## src/rtl/iir_pkg.sv

```systemverilog
// Shared types and constants for the biquad cascade: FSM states, coefficient
// slot indices, accumulator sizing and the power-on coefficient set.
package iir_pkg;

  typedef enum logic [1:0] {
    StIdle,
    StMac,
    StWb,
    StOut
  } state_t;

  // Coefficient slot order inside one section.
  localparam int unsigned B0 = 0;
  localparam int unsigned B1 = 1;
  localparam int unsigned B2 = 2;
  localparam int unsigned A1 = 3;
  localparam int unsigned A2 = 4;
  localparam int unsigned NUM_TAPS = 5;

  // Three guard bits cover the sum of five full-precision products.
  function automatic int unsigned acc_width(input int unsigned data_w, input int unsigned coef_w);
    return data_w + coef_w + 3;
  endfunction

  // Passthrough: b0 = 1.0, everything else 0.
  function automatic int default_coef(input int unsigned k, input int unsigned frac);
    return (k == B0) ? (1 << frac) : 0;
  endfunction

endpackage

```

## src/rtl/iir_mac_unit.sv

```systemverilog
// Single shared multiply-accumulate with round-half-up and saturation of the
// accumulator down to a DATA_W sample.
module iir_mac_unit #(
  parameter int unsigned DATA_W = 16,
  parameter int unsigned COEF_W = 16,
  parameter int unsigned FRAC   = 14,
  parameter int unsigned ACC_W  = 35
) (
  input  logic                     clk,
  input  logic                     rst,
  input  logic                     clr,
  input  logic                     en,
  input  logic                     sub,
  input  logic signed [COEF_W-1:0] coef,
  input  logic signed [DATA_W-1:0] data,
  output logic signed [DATA_W-1:0] y,
  output logic                     sat
);

  localparam int unsigned ProdW = DATA_W + COEF_W;
  localparam logic signed [ACC_W-1:0] Half = ACC_W'(1) << (FRAC - 1);
  localparam logic signed [ACC_W-1:0] YMax = (ACC_W'(1) << (DATA_W - 1)) - ACC_W'(1);
  localparam logic signed [ACC_W-1:0] YMin = -(ACC_W'(1) << (DATA_W - 1));

  logic signed [ProdW-1:0] prod;
  logic signed [ACC_W-1:0] prod_ext;
  logic signed [ACC_W-1:0] acc_q;
  logic signed [ACC_W-1:0] rnd;
  logic signed [ACC_W-1:0] shifted;

  assign prod     = coef * data;
  assign prod_ext = {{(ACC_W - ProdW){prod[ProdW-1]}}, prod};
  assign rnd      = acc_q + Half;
  assign shifted  = rnd >>> FRAC;

  // Accumulator: cleared between sections, adds feed-forward, subtracts feedback.
  always_ff @(posedge clk or posedge rst) begin
    if (rst) begin
      acc_q <= '0;
    end else if (clr) begin
      acc_q <= '0;
    end else if (en) begin
      acc_q <= sub ? (acc_q - prod_ext) : (acc_q + prod_ext);
    end
  end

  // Clamp the rounded result into the signed sample range.
  always_comb begin
    y   = shifted[DATA_W-1:0];
    sat = 1'b0;
    if (shifted > YMax) begin
      y   = YMax[DATA_W-1:0];
      sat = 1'b1;
    end else if (shifted < YMin) begin
      y   = YMin[DATA_W-1:0];
      sat = 1'b1;
    end
  end

endmodule

```

## src/rtl/iir_sos_cascade.sv

```systemverilog
// Cascade of Direct-Form-I biquads sharing one MAC. Each section takes five
// MAC cycles and one writeback cycle; coefficients and flush act only in idle.
module iir_sos_cascade
  import iir_pkg::*;
#(
  parameter int unsigned DATA_W       = 16,
  parameter int unsigned COEF_W       = 16,
  parameter int unsigned FRAC         = 14,
  parameter int unsigned NUM_SECTIONS = 2
) (
  input  logic                                  clk,
  input  logic                                  rst,
  input  logic signed [DATA_W-1:0]              in_data,
  input  logic                                  in_valid,
  output logic                                  in_ready,
  output logic signed [DATA_W-1:0]              out_data,
  output logic                                  out_valid,
  input  logic                                  out_ready,
  output logic                                  out_sat,
  input  logic                                  coef_we,
  input  logic [$clog2(5*NUM_SECTIONS)-1:0]     coef_addr,
  input  logic signed [COEF_W-1:0]              coef_wdata,
  input  logic                                  flush
);

  localparam int unsigned NumCoef = NUM_TAPS * NUM_SECTIONS;
  localparam int unsigned AddrW   = $clog2(NumCoef);
  localparam int unsigned SecW    = (NUM_SECTIONS > 1) ? $clog2(NUM_SECTIONS) : 1;
  localparam int unsigned AccW    = acc_width(DATA_W, COEF_W);

  state_t state_q, state_d;

  logic [SecW-1:0]          s_q;
  logic [2:0]               k_q;
  logic signed [DATA_W-1:0] x_cur_q;
  logic                     sat_q;
  logic signed [DATA_W-1:0] out_data_q;
  logic                     out_sat_q;

  logic signed [COEF_W-1:0] coef_q [NumCoef];
  logic signed [DATA_W-1:0] x1_q   [NUM_SECTIONS];
  logic signed [DATA_W-1:0] x2_q   [NUM_SECTIONS];
  logic signed [DATA_W-1:0] y1_q   [NUM_SECTIONS];
  logic signed [DATA_W-1:0] y2_q   [NUM_SECTIONS];

  logic [AddrW-1:0]         coef_idx;
  logic signed [COEF_W-1:0] mac_coef;
  logic signed [DATA_W-1:0] mac_data;
  logic                     mac_clr;
  logic                     mac_en;
  logic                     mac_sub;
  logic signed [DATA_W-1:0] sec_y;
  logic                     sec_sat;
  logic                     last_sec;

  assign coef_idx = AddrW'(s_q) * AddrW'(NUM_TAPS) + AddrW'(k_q);
  assign mac_coef = coef_q[coef_idx];
  assign mac_en   = (state_q == StMac);
  assign mac_clr  = (state_q != StMac);
  assign mac_sub  = (k_q >= 3'(A1));
  assign last_sec = (s_q == SecW'(NUM_SECTIONS - 1));

  assign in_ready  = (state_q == StIdle);
  assign out_valid = (state_q == StOut);
  assign out_data  = out_data_q;
  assign out_sat   = out_sat_q;

  // Select the MAC operand for the current tap of the current section.
  always_comb begin
    mac_data = x_cur_q;
    case (k_q)
      3'(B1):  mac_data = x1_q[s_q];
      3'(B2):  mac_data = x2_q[s_q];
      3'(A1):  mac_data = y1_q[s_q];
      3'(A2):  mac_data = y2_q[s_q];
      default: mac_data = x_cur_q;
    endcase
  end

  iir_mac_unit #(
    .DATA_W (DATA_W),
    .COEF_W (COEF_W),
    .FRAC   (FRAC),
    .ACC_W  (AccW)
  ) u_mac (
    .clk  (clk),
    .rst  (rst),
    .clr  (mac_clr),
    .en   (mac_en),
    .sub  (mac_sub),
    .coef (mac_coef),
    .data (mac_data),
    .y    (sec_y),
    .sat  (sec_sat)
  );

  // Sequencer next-state.
  always_comb begin
    state_d = state_q;
    unique case (state_q)
      StIdle: if (in_valid) state_d = StMac;
      StMac:  if (k_q == 3'(A2)) state_d = StWb;
      StWb:   state_d = last_sec ? StOut : StMac;
      StOut:  if (out_ready) state_d = StIdle;
    endcase
  end

  // Sequencer state register.
  always_ff @(posedge clk or posedge rst) begin
    if (rst) begin
      state_q <= StIdle;
    end else begin
      state_q <= state_d;
    end
  end

  // Counters, coefficient file, delay lines and output registers.
  always_ff @(posedge clk or posedge rst) begin
    if (rst) begin
      s_q        <= '0;
      k_q        <= '0;
      x_cur_q    <= '0;
      sat_q      <= 1'b0;
      out_data_q <= '0;
      out_sat_q  <= 1'b0;
      for (int unsigned i = 0; i < NumCoef; i++) begin
        coef_q[i] <= COEF_W'(default_coef(i % NUM_TAPS, FRAC));
      end
      for (int unsigned i = 0; i < NUM_SECTIONS; i++) begin
        x1_q[i] <= '0;
        x2_q[i] <= '0;
        y1_q[i] <= '0;
        y2_q[i] <= '0;
      end
    end else begin
      case (state_q)
        StIdle: begin
          if (flush) begin
            for (int unsigned i = 0; i < NUM_SECTIONS; i++) begin
              x1_q[i] <= '0;
              x2_q[i] <= '0;
              y1_q[i] <= '0;
              y2_q[i] <= '0;
            end
          end
          if (coef_we && (32'(coef_addr) < NumCoef)) begin
            coef_q[coef_addr] <= coef_wdata;
          end
          if (in_valid) begin
            x_cur_q <= in_data;
            sat_q   <= 1'b0;
            s_q     <= '0;
            k_q     <= '0;
          end
        end
        StMac: begin
          k_q <= (k_q == 3'(A2)) ? 3'd0 : k_q + 3'd1;
        end
        StWb: begin
          x2_q[s_q] <= x1_q[s_q];
          x1_q[s_q] <= x_cur_q;
          y2_q[s_q] <= y1_q[s_q];
          y1_q[s_q] <= sec_y;
          sat_q     <= sat_q | sec_sat;
          if (!last_sec) begin
            s_q     <= s_q + 1'b1;
            x_cur_q <= sec_y;
          end else begin
            out_data_q <= sec_y;
            out_sat_q  <= sat_q | sec_sat;
          end
        end
        default: ;
      endcase
    end
  end

endmodule

```

## config.mk

```make
export PLATFORM = sky130hd
export DESIGN_NAME = iir_sos_cascade
export DESIGN_NICKNAME = d
export VERILOG_FILES = /design/src/rtl/iir_pkg.sv /design/src/rtl/iir_mac_unit.sv /design/src/rtl/iir_sos_cascade.sv
export SDC_FILE = /design/constraint.sdc
export NUM_CORES = 2
export LEC_CHECK = 0
export BUFFER_PORTS_ARGS = -buffer_cell sky130_fd_sc_hd__buf_4
export CAP_MARGIN = 15
export CORE_MARGIN = 2
export CORE_UTILIZATION = 70
export DETAILED_ROUTE_END_ITERATION = 10
export GPL_ROUTABILITY_DRIVEN = 0
export MAX_ROUTING_LAYER = met4
export PLACE_DENSITY = 0.95
export SLEW_MARGIN = 15
export SYNTH_ARGS = -nofsm -noshare
export SYNTH_HDL_FRONTEND = slang
export SYNTH_SLANG_ARGS = --single-unit
```

## constraint.sdc

```tcl
create_clock -name clk -period 35.4 [get_ports clk]
set_input_delay 8.85 -clock clk [delete_from_list [all_inputs] [get_ports clk]]
set_output_delay 8.85 -clock clk [all_outputs]
set_load 0.01 [all_outputs]
```

==> flow_summary.toml <==
[status]
status = "completed"

[cts]
worstSkewPairLatency_ps = 590
cts-htree-levels = 2
cts_tree = "yes"
cts.reportedPaths.clkPinSlew_ps = 60
ctsLongestPathBuffers = 3
cts_resized = 0
cts-hold-fix-buffers = 0
cts_setup_buffers = 0
cts_made_buffers = 39
root_buffer = "clkbuf_16"
cts_num_sinks = 363

[sta]
fin_skew_ps = 31.5
final-hold-violation-count = 0
finalMaxSlewViolations = 0
max_slew_margin_pct = 26.8
min_period_over_period_pct = 34.4
tightest_slew_ps = 1100
setup_violations = 0
fmax_ghz = 0.0822
rsz0062_at_grt = "false"
fin_hold_ws_ps = 486
fin_tns_setup_ps = 0
fin_crit_ps = 12170

[floorplanning]
die_area_mm2 = 0.0426
rows = 74
dieHeight_um = 206
initial_core_util_pct = 70.5
core_area_mm2 = 0.0406
io_pins = 61
die_x_um = 206

[grt]
grt_overflow_total = 0
top_usage_layer = "met2"
grt_max_degree = 134
grtUsageMet2_pct = 63.3
grtUsageTotal_pct = 40.9
grt_pass1_vias = 24400
grt_antenna_before_repair = 4
grtUsageMet1_pct = 47.6
globalRouteMet3Util_pct = 10.7
grt_pass1_wl_mm = 130

[synth]
synthArstFlopShare_pct = 100
synth_nets = 3196
synth-edff-count = 0
ys.warnings.count = 0
synth_top_cell_area_share_pct = 31.5
ys.flop_type = "dfrtp_1"
netlist_top_cells_area = "dfrtp_1 (32%), fa_1 (18%), mux2_2 (6.4%)"
synthCells = 2765
synth_common_cells = "dfrtp_1 (361), inv_1 (333), fa_1 (263), nor2_1 (258), nand2_1 (184)"
synth-seq-cells = 363
synth_area_mm2 = 0.0287
ys_types = 78
yosysMostFrequentCell = "dfrtp_1"
synth_area_per_cell_um2 = 10.4
ys_seq_area_share_pct = 31.7
synth_top_area_cell = "dfrtp_1"

[worst_setup_path]
worstSetupPathType = "reg2reg"
cp_max_fo = 48
cp_slowest_cell = "ha_4"
worst_path_largest_cell_delay_ps = 960
path_buf_inv = 3
r2r_slack_ps = 23230
reg2reg_to = "u_mac.acc_q[34]$_DFF_PP0_"
worstReg2RegStart = "last_sec$_DFFE_PP0P_"
cp-end-kind = "flip-flop"
startpoint_type = "flip-flop"
required_ps = 35860
critPathArrivalTime_ps = 12620
reg2reg_depth = 32
crit_top_cell = "fa_1"
critPathTopFamily = "adder cells"

[hold_path]
hold_path_depth = 1
min_to = "out_data[3]$_DFFE_PP0P_"
min_from = "out_data[3]$_DFFE_PP0P_"
hold_class = "reg2reg"

[finish]
fill_cells = 2122
stdcell_count = 3337
area_growth_pct = 8.24
nets = 3201
drive_gt1_share_pct = 14.5

[routing]
drt-initial-drc-count = 3039
drt-vias-per-instance = 6.88
routedWlPerCell_um = 24.5
routed_wl_mm = 81.9
via_count = 22900
ant_nets = 0
dr.pass1.iters = 7
remaining_drc_errors = 0

[placed_design]
placed_cells = 3260
place.port_buffers = 60
dp_hpwl_mm = 54.7

[run]
max-cap-violations = 0
==> sequential cells by signal (all words and copies together) (netlist names) <==
register	cells
k_q	3
last_sec	1
u_mac.acc_q	35
x2_q	32
coef_q	160
x1_q	32
sat_q	1
state_q	2
out_data	16
y1_q	32
y2_q	32
x_cur_q	16
out_sat	1
==> routing by layer <==
layer  up-vias  wire length, um
met1     11200            28000
li1       9323                -
met2      1835            38100
met4         0             6280
met5         -                0
met3       625             9520
==> worst max path at each step <==
stage	startpoint	end	slack (ps)	depth (start not counted)
2_1_floorplan	rst	coef_q[0]$_DFFE_PP0P_	16480	1
3_3_place_gp	rst	u_mac.acc_q[25]$_DFF_PP0_	23000	5
3_5_place_dp	rst	x1_q[7]$_DFFE_PP0P_	22840	5
4_1_cts	last_sec$_DFFE_PP0P_	u_mac.acc_q[34]$_DFF_PP0_	23380	37
5_1_grt	last_sec$_DFFE_PP0P_	u_mac.acc_q[34]$_DFF_PP0_	22550	37
6_report	last_sec$_DFFE_PP0P_	u_mac.acc_q[34]$_DFF_PP0_	23230	32
==> cells in the final DEF (no fill, tap or decap), types with 82 or more instances in the layout <==
cell type / instances
dfrtp_1: 360
inv_1: 332
fa_1: 263
nor2_1: 256
nand2_1: 184
mux2_2: 162
ha_1: 125
mux2i_1: 100
buf_4: 100
a22o_1: 98
a21oi_1: 82
==> cells by family (layout without fill, tap and decap cells) <==
family / count (synthesis) / in the layout / synth area share (%)
AOI/OAI and AO/OA: 505 / 505 / 12.6
muxes: 295 / 295 / 12.4
DFF: 363 / 363 / 31.7
adders and majority gates: 389 / 389 / 23.9
other: 0 / 4 / 0
xor gates and xnor gates: 104 / 104 / 3.18
buffers and inverters: 471 / 507 / 6.21
and+or+nand+nor: 638 / 638 / 10.0
==> worst register-to-register path: cells and delay by family, from the launching register on <==
family / cells / cell delay [ps]
compound gates: 10 / 3100
xor+xnor: 1 / 170
fa+ha+maj: 9 / 5060
buf+inv: 3 / 450
flops: 1 / 640
mux: 2 / 540
simple gates: 7 / 2100
==> final cells by class <==
class,instances,area (um^2),share of cell area (%)
clock inverter,18,221,0.714
timing repair buffer,101,778,2.51
clock buffer,54,1130,3.65
sequential,363,9090,29.3
multi-input combinational,1931,17900,57.6
antenna,4,10.0,0.0323
tap,532,666,2.15
inverter,334,1260,4.06
==> stage by stage <==
step,worst slack (ps),area [um^2],utilization (%)
after floorplan,16480,28700,-
after global placement,23000,29600,72.9
after detailed placement,22840,29600,72.9
after CTS,23380,31000,76.3
after global routing,22550,31000,76.3
final,23230,31000,76.3
Power is left out: the tool's default activity adds up to more than one toggle a clock period on the data nets, which glitch-free logic cannot reach.
